**config.mk**
```make
export PLATFORM = sky130hd
export DESIGN_NAME = mem_access_unit
export DESIGN_NICKNAME = d
export VERILOG_FILES = /design/src/rtl/mem_access_unit.sv
export SDC_FILE = /design/constraint.sdc
export NUM_CORES = 1
export LEC_CHECK = 0
export ABC_AREA = 1
export BUFFER_PORTS_ARGS = -buffer_cell sky130_fd_sc_hd__buf_2
export CORE_MARGIN = 3
export CORE_UTILIZATION = 30
export DETAILED_ROUTE_END_ITERATION = 8
export PLACE_DENSITY = 0.55
export SYNTH_ARGS = -nofsm -noshare
export SYNTH_HDL_FRONTEND = slang
export SYNTH_SLANG_ARGS = --single-unit
```
**constraint.sdc**
```tcl
create_clock -name clk -period 2.1 [get_ports clk]
set_input_delay 0 -clock clk [delete_from_list [all_inputs] [get_ports clk]]
set_output_delay 0 -clock clk [all_outputs]
set_load 0.05 [all_outputs]
```
**src/rtl/mem_access_unit.sv**
```systemverilog
// Memory-stage load/store unit: formats stores, issues one bus request per
// access, formats load data, and stalls the pipeline while the access is out.
// Ports: pipeline side (MemReadM/MemWriteM/ALUResultM/WriteDataM/Funct3M ->
// ReadDataM/StallM/FaultM), bus side (req_* valid/ready request, rsp_* reply).
module mem_access_unit (
  input  logic        clk,
  input  logic        rst,
  input  logic        MemReadM,
  input  logic        MemWriteM,
  input  logic [31:0] ALUResultM,
  input  logic [31:0] WriteDataM,
  input  logic [2:0]  Funct3M,
  output logic [31:0] ReadDataM,
  output logic        StallM,
  output logic        FaultM,
  output logic        req_valid,
  input  logic        req_ready,
  output logic        req_we,
  output logic [31:0] req_addr,
  output logic [3:0]  req_be,
  output logic [31:0] req_wdata,
  input  logic        rsp_valid,
  input  logic [31:0] rsp_rdata
);

  typedef enum logic [1:0] {
    IDLE,
    REQ,
    RESP,
    DONE
  } state_t;

  state_t      state_q, state_d;
  logic [1:0]  off_q, off_d;
  logic [2:0]  f3_q, f3_d;
  logic        we_q, we_d;
  logic        valid_q, valid_d;
  logic [31:0] addr_q, addr_d;
  logic [3:0]  be_q, be_d;
  logic [31:0] wdata_q, wdata_d;
  logic [31:0] rdata_q, rdata_d;

  logic        access;
  logic        is_wr;
  logic        bad;
  logic [1:0]  off;
  logic [3:0]  be_fmt;
  logic [31:0] wdata_fmt;
  logic [31:0] shifted;
  logic [31:0] load_fmt;

  assign access = MemReadM | MemWriteM;
  // Read+write together is a store.
  assign is_wr  = MemWriteM;
  assign off    = ALUResultM[1:0];

  always_comb begin
    bad = 1'b1;
    unique case (Funct3M)
      3'b000:  bad = 1'b0;
      3'b100:  bad = is_wr;
      3'b001:  bad = off[0];
      3'b101:  bad = off[0] | is_wr;
      3'b010:  bad = (off != 2'b00);
      default: bad = 1'b1;
    endcase
  end

  always_comb begin
    be_fmt    = 4'b1111;
    wdata_fmt = WriteDataM;
    unique case (Funct3M[1:0])
      2'b00: begin
        be_fmt    = 4'b0001 << off;
        wdata_fmt = {4{WriteDataM[7:0]}};
      end
      2'b01: begin
        be_fmt    = 4'b0011 << off;
        wdata_fmt = {2{WriteDataM[15:0]}};
      end
      default: begin
        be_fmt    = 4'b1111;
        wdata_fmt = WriteDataM;
      end
    endcase
  end

  assign shifted = rsp_rdata >> {off_q, 3'b000};

  always_comb begin
    load_fmt = shifted;
    unique case (f3_q)
      3'b000:  load_fmt = {{24{shifted[7]}}, shifted[7:0]};
      3'b001:  load_fmt = {{16{shifted[15]}}, shifted[15:0]};
      3'b100:  load_fmt = {24'h0, shifted[7:0]};
      3'b101:  load_fmt = {16'h0, shifted[15:0]};
      default: load_fmt = shifted;
    endcase
  end

  always_comb begin
    state_d = state_q;
    off_d   = off_q;
    f3_d    = f3_q;
    we_d    = we_q;
    valid_d = valid_q;
    addr_d  = addr_q;
    be_d    = be_q;
    wdata_d = wdata_q;
    rdata_d = rdata_q;
    unique case (state_q)
      IDLE: begin
        if (access && !bad) begin
          state_d = REQ;
          off_d   = off;
          f3_d    = Funct3M;
          we_d    = is_wr;
          valid_d = 1'b1;
          addr_d  = {ALUResultM[31:2], 2'b00};
          be_d    = be_fmt;
          wdata_d = wdata_fmt;
        end
      end
      REQ: begin
        if (req_ready) begin
          state_d = RESP;
          valid_d = 1'b0;
        end
      end
      RESP: begin
        if (rsp_valid) begin
          state_d = DONE;
          if (!we_q) rdata_d = load_fmt;
        end
      end
      DONE: state_d = IDLE;
    endcase
  end

  always_ff @(posedge clk) begin
    if (rst) begin
      state_q <= IDLE;
      off_q   <= 2'b00;
      f3_q    <= 3'b000;
      we_q    <= 1'b0;
      valid_q <= 1'b0;
      addr_q  <= 32'h0;
      be_q    <= 4'h0;
      wdata_q <= 32'h0;
      rdata_q <= 32'h0;
    end else begin
      state_q <= state_d;
      off_q   <= off_d;
      f3_q    <= f3_d;
      we_q    <= we_d;
      valid_q <= valid_d;
      addr_q  <= addr_d;
      be_q    <= be_d;
      wdata_q <= wdata_d;
      rdata_q <= rdata_d;
    end
  end

  // The accepting IDLE cycle already stalls, so the pipeline holds the access.
  assign StallM = !rst &&
                  ((state_q == REQ) || (state_q == RESP) ||
                   ((state_q == IDLE) && access && !bad));
  assign FaultM = !rst && (state_q == IDLE) && access && bad;

  assign ReadDataM = rdata_q;
  assign req_valid = valid_q;
  assign req_we    = we_q;
  assign req_addr  = addr_q;
  assign req_be    = be_q;
  assign req_wdata = wdata_q;

endmodule

```
==> metrics.txt, run 1 <==
# diodes 0; Max FO, Critical Path 8; core box area 0.01594 mm^2; # setup viols final 0; WS Path Type flop to output port; largest net degree at the start of global routing 76; Tmin final 1.848 ns; power density over the cells 955.1 mW/mm^2; Required @ worst endpoint 2.10 ns; crit share post-route 0.8801; #FFs+latches synth 107; number of fill cells 1743; CTS buffer count 9; Area Growth Syn to Fin 41.80%; routability cong. 0.8671; status finished clean; fmax 541.1 MHz; drt pass-1 iters 5; Port Buf Inserts 206; post-route ant nets 0; initial core utilization 0.3072; Critical Path Source Type flop; commonest non-fill, non-tap cells in the layout buf_2, nand2_1, a21oi_1, dfxtp_1, nor2_1; clk root buf clkbuf_16; Std-Cell Rows 46; worst skew pair latency 0.36 ns; Power, Total 6.632 mW; placed insts 1114; DPL Wire Length 11430 um; post-layout util 0.4356; worst setup margin 0.2518 ns; leak pwr 3.478 nW; Final Hold Viols 0; Max Root-Sink Buffers 2; Initial DRC Count 227; Net Sw Frac 0.4252; Die ar. 0.01789 mm^2; initial antenna violation count 1; Post CTS Setup Buffer Count 0; clock network power share 0.265; GRT Residual Overflow 0; switching power 2.820 mW; Netlist Area Pre-Place 0.004897 mm^2; clk_skew 0.006069 ns; Wirelength per Cell 13.86 um; CTS H-tree lvls 3; area of the multi-input gates 0.002261 mm^2; Synth cell types 22; Clock Sinks 107; # hold bufs at CTS 55; RSZ-0062 raised after global routing no; Reg area 0.002142 mm^2; Int Power 3.812 mW; CTS tree done; Top-Level Pins 209; actual slew at the worst max-slew pin 1.139 ns; layout cells sized above 1 0.2549; max-slew violation total from the final report 0; Hold Startpoint ALUResultM[0]; WL final 16420 um; mean area per synthesized cell 6.755 um^2; Combinational Power Share 0.370; Hold Path Class input port to flop; RR Startpoint state_q[1]; Yosys warning count 0; GRT Total Usage 0.1789; post-synthesis instance total 725; worst setup path startpoint state_q[0]; CP endpoint kind output port; first-pass GRT wire length 25820 um; max cap viols 0; post-route insts no fill 1185; Peak VDD IR 0.4044 mV; vias after detailed routing 5375; vias in the first global route 5204; Resize count post-CTS 0; post-route setup TNS 0 ns; vias per cell 4.536; Die Span X 133.8 um; Nets 1072; commonest non-fill, non-tap cell in the layout buf_2; Slew headroom 0.2376; Critical Path AT 1.85 ns; sequential share of the synthesized area 0.4374; Residual DRC 0; die height 133.8 um; Clk pin slew, worst setup/hold paths 0.08 ns; Setup WS pre-CTS 0.2951 ns; Seq pwr share 0.365
## cell type report
type,count,area share
Clock buffer,9,0.03243
Clock inverter,7,0.01135
Inverter,68,0.03676
Multi-Input combinational cell,503,0.3256
Sequential cell,107,0.3085
Tap cell,216,0.03892
Timing Repair Buffer,275,0.2465
## through the flow
| step | instance area (um^2) | hold slack, ns |
|---|---|---|
| final | 6944 | 0.009910 |
| after global routing | 6944 | 0.05882 |
| after CTS | 6944 | 0.002671 |
| after detailed placement | 6090 | 0.2533 |
| after global placement | 6090 | 0.2527 |
| after floorplan | 4901 | 0.1423 |
## registers in the layout, summed over array words and instances (netlist names)
name       flops
ReadDataM     32
f3_q           3
req_we         1
req_valid      1
req_be         4
state_q        2
req_addr      30
off_q          2
req_wdata     32
## layer usage
metal / up-vias / wire [um] / track usage
li1: 2802 / - / -
met1: 2371 / 7183 / 0.2206
met2: 176 / 7769 / 0.3024
met3: 24 / 1108 / 0.04607
met4: 2 / 345 / 0.06343
met5: - / 13 / 0
## critical path, stage by stage (launching register included)
cell and delay (ns):
dfxtp_1 0.32, inv_1 0.09, ha_1 0.19, inv_1 0.06, nor2_1 0.16, nand3_2 0.11
inv_2 0.15, o21a_1 0.14, buf_2 0.27
## kinds of logic (layout without fill, tap and decap cells)
group           Yosys count  after routing  synth area share
flops                   107            107            0.4374
fa+ha+maj                 3              3          0.007666
compound gates          217            217            0.2315
buf+inv                 116            359            0.1017
other cells               1              2         0.0007657
simple gates            281            281            0.2210
## cell usage after synthesis
cell      number  area (um^2)
nand2_1      188        705.7
a21oi_1      116        580.6
dfxtp_1      107         2142
nor2_1        83        311.6
o21ai_0       75        375.4
inv_1         64        240.2
clkbuf_1      23        86.33
buf_2         14        70.07
buf_4         10        75.07
o21ai_1        9        45.04
o31ai_1        8        60.06
o211ai_1       7        52.55
inv_2          4        15.01
nand3_1        4        20.02
ha_1           3        37.54
nor2_2         3        18.77
nand3_2        2        20.02
buf_6          1        11.26
conb_1         1        3.750
nand2_2        1        6.260
o21a_1         1        7.510
o22ai_2        1        12.51
## power groups by stage
stage	logic, mW	clock network (mW)	registers, mW
after floorplan	0.987	0	3.26
after global placement	2.38	0	2.47
after detailed placement	2.39	0	2.46
after CTS	2.47	1.81	2.42
after global routing	2.68	1.89	2.45
final	2.46	1.76	2.42
## path summary, 6_finish.rpt
kind	end	slack (ns)	depth (start not counted)
worst min-delay path	off_q[0]	0.01	3
worst min register to register	req_addr[22]	0.46	2
worst max-delay path	StallM	0.25	8
worst max register to register	req_addr[16]	0.29	8
Note: power is estimated with default switching activity, not from simulation.
==> inputs of run 2 (changes only) <==
- BUFFER_PORTS_ARGS: -buffer_cell sky130_fd_sc_hd__buf_2 -> default
- DONT_BUFFER_PORTS: default -> 1
- PLACE_DENSITY: 0.55 -> 0.44
==> run 2 against run 1 <==
- design area is 7.3% lower
- largest cell class unchanged
- largest power group is now registers
- critical endpoint unchanged
- global-route usage is 0.30 points lower
- critical path type unchanged
- clock power is 5% higher
- register-to-register slack better by 0.07 ns
==> metrics.txt, run 2 (synthesis gave the netlist of run 1 again) <==
clk root buf clkbuf_16; clk_skew 0.009841 ns (+0.003771 ns); Reg area 0.002142 mm^2 (unchanged); CTS buffer count 9 (unchanged); max incr delay on CP 0.33 ns (about the same); worst hold margin 0.01521 ns (+0.005305 ns); Std-Cell Rows 46 (unchanged); RR Startpoint off_q[0]; Die Span X 133.8 um (unchanged); area of the multi-input gates 0.002261 mm^2 (unchanged); status finished clean; Power, Total 6.573 mW (-0.90%); first-pass GRT wire length 25300 um (-2.0%); GRT Residual Overflow 0 (unchanged); Worst Reg-to-Reg Cells 7 (-1); vias after detailed routing 4918 (-8.5%); Critical Path AT 1.93 ns (+0.08 ns); initial antenna violation count 0 (-1); CP endpoint kind output port; Post CTS Setup Buffer Count 0 (unchanged); Tmin final 1.925 ns (+0.07682 ns); Wirelength per Cell 15.56 um (+12%); die height 133.8 um (unchanged); Top-Level Pins 209 (unchanged); # diodes 0 (unchanged); Residual DRC 0 (unchanged); Hold Path Class input port to flop; switching power 2.655 mW (-5.9%); leak pwr 2.764 nW (-21%); power density over the cells 1021 mW/mm^2 (+6.9%); Port Buf Inserts 0 (-100%); GRT Total Usage 0.1759 (-0.003044); CTS H-tree lvls 3 (unchanged); Initial DRC Count 257 (+13%); Seq pwr share 0.485 (+0.120); max cap viols 0 (unchanged); hold depth 4 (+1); drt pass-1 iters 5 (unchanged); crit share post-route 0.9167 (+0.03658); commonest non-fill, non-tap cell in the layout nand2_1; commonest non-fill, non-tap cells in the layout nand2_1, a21oi_1, dfxtp_1, dlygate4sd3_1, nor2_1; critical path buffer and inverter count 5 (+1); Peak VDD IR 0.4784 mV (+18%); Required @ worst endpoint 2.10 ns (about the same); CTS tree done; RSZ-0062 raised after global routing no; actual slew at the worst max-slew pin 0.7921 ns (-0.3473 ns); Int Power 3.918 mW (+2.8%); Die ar. 0.01789 mm^2 (unchanged); max-slew violation total from the final report 0 (unchanged); CP max-delay cell dfxtp_1; number of fill cells 1674 (-4.0%); Final Hold Viols 0 (unchanged); Combinational Power Share 0.235 (-0.135); DPL Wire Length 11040 um (-3.4%); WL final 16010 um (-2.5%); Area Growth Syn to Fin 31.50%; Clock Sinks 107 (unchanged); Net Sw Frac 0.4039 (-0.02133); vias in the first global route 4920 (-5.5%); Max FO, Critical Path 28 (+20); Critical Path Source Type flop; Hold Startpoint Funct3M[0]; largest net degree at the start of global routing 76 (unchanged); worst skew pair latency 0.35 ns (about the same); vias per cell 4.779 (+5.4%); reg-to-reg slack, setup 0.36 ns (+0.07 ns); post-route setup TNS 0 ns (unchanged); post-route ant nets 0 (unchanged); Slew headroom 0.4702 (+0.2326); Nets 916 (-15%); hold endpoint req_be[2]; WS Path Type flop to output port; layout cells sized above 1 0.06519 (-0.1897); core box area 0.01594 mm^2 (unchanged); Worst path top cell family by delay buffers and inverters; # setup viols final 0 (unchanged); Critical R2R Capture ReadDataM[11]; fmax 519.5 MHz (-4.0%); Critical Path, Cell by Cell inv_1 -> ha_1 -> inv_1 -> nor2_1 -> nand3_2 -> inv_2 -> buf_12 -> o21a_1 -> buf_12; initial core utilization 0.3072 (unchanged); routability cong. 0.8183 (-5.6%); clock network power share 0.279 (+0.014); Clk pin slew, worst setup/hold paths 0.08 ns (about the same); Max Root-Sink Buffers 2 (unchanged)
## run 2: cell types whose count changed in the layout (fill, tap and decap cells not counted), sizes merged
cell | previous run | this run
dlygate4sd3 | 55 | 92
bufinv | 0 | 2
buf | 220 | 27
clkinvlp | 0 | 1
clkinv | 3 | 2
inv | 72 | 69
clkbuf | 9 | 10
## run 2: repair_timing
item                       4_1_cts  5_1_grt
setup endpoints to repair        0        1
resized for setup                0        3
hold endpoints to repair       106        0
hold buffers                    93        0
## run 2: power by group through the flow
| stage | registers (mW) | clock network, mW | logic [mW] |
|---|---|---|---|
| global route | 3.22 | 1.97 | 1.75 |
| global placement | 3.24 | 0 | 1.32 |
| floorplan | 3.26 | 0 | 0.987 |
| finish | 3.19 | 1.84 | 1.55 |
| CTS | 3.20 | 1.90 | 1.54 |
| detailed placement | 3.25 | 0 | 1.34 |
## run 2: metal layers
metal  vias to the layer above  part of all wire  global-route usage
li1                       2488                 -                   -
met2                       172              0.50              0.3029
met5                         -                 0                   0
met1                      2244              0.42              0.2072
met4                         0             0.011             0.05200
met3                        14             0.078             0.06005
## run 2: stage by stage
stage	instance area [um^2]	std cells	utilization	worst slack (ns)
2_1_floorplan	4901	726	-	0.5148
3_3_place_gp	5161	920	0.3237	0.4572
3_5_place_dp	5161	920	0.3237	0.3955
4_1_cts	6427	1029	0.4032	0.02779
5_1_grt	6440	1029	0.4039	0.003105
6_report	6440	1029	0.4039	0.1750
## run 2: worst reg2reg max path, stage by stage, from the launching register on
cell and delay, ns:
dfxtp_1 0.37, buf_4 0.21, nor2_1 0.09, o21ai_0 0.16, a21oi_1 0.06, dlygate4sd3_1 0.54
o21ai_0 0.15, inv_1 0.05
## run 2: final cells by class
cell class | count | share of cell area
clock buffer | 10 | 0.03555
clock inverter | 6 | 0.01379
inverter | 68 | 0.03963
multi-input combinational | 503 | 0.3511
sequential | 107 | 0.3326
tap | 216 | 0.04197
timing repair buffer | 119 | 0.1853
## run 2: worst max-delay path by stage
stage                               to        from  cells after the start
after floorplan                 FaultM  state_q[0]                      6
after global placement    req_wdata[6]  state_q[0]                      9
after detailed placement  req_wdata[9]  state_q[0]                      9
after CTS                       StallM  state_q[1]                      9
after global routing            StallM  state_q[0]                      9
final                           StallM  state_q[1]                      9
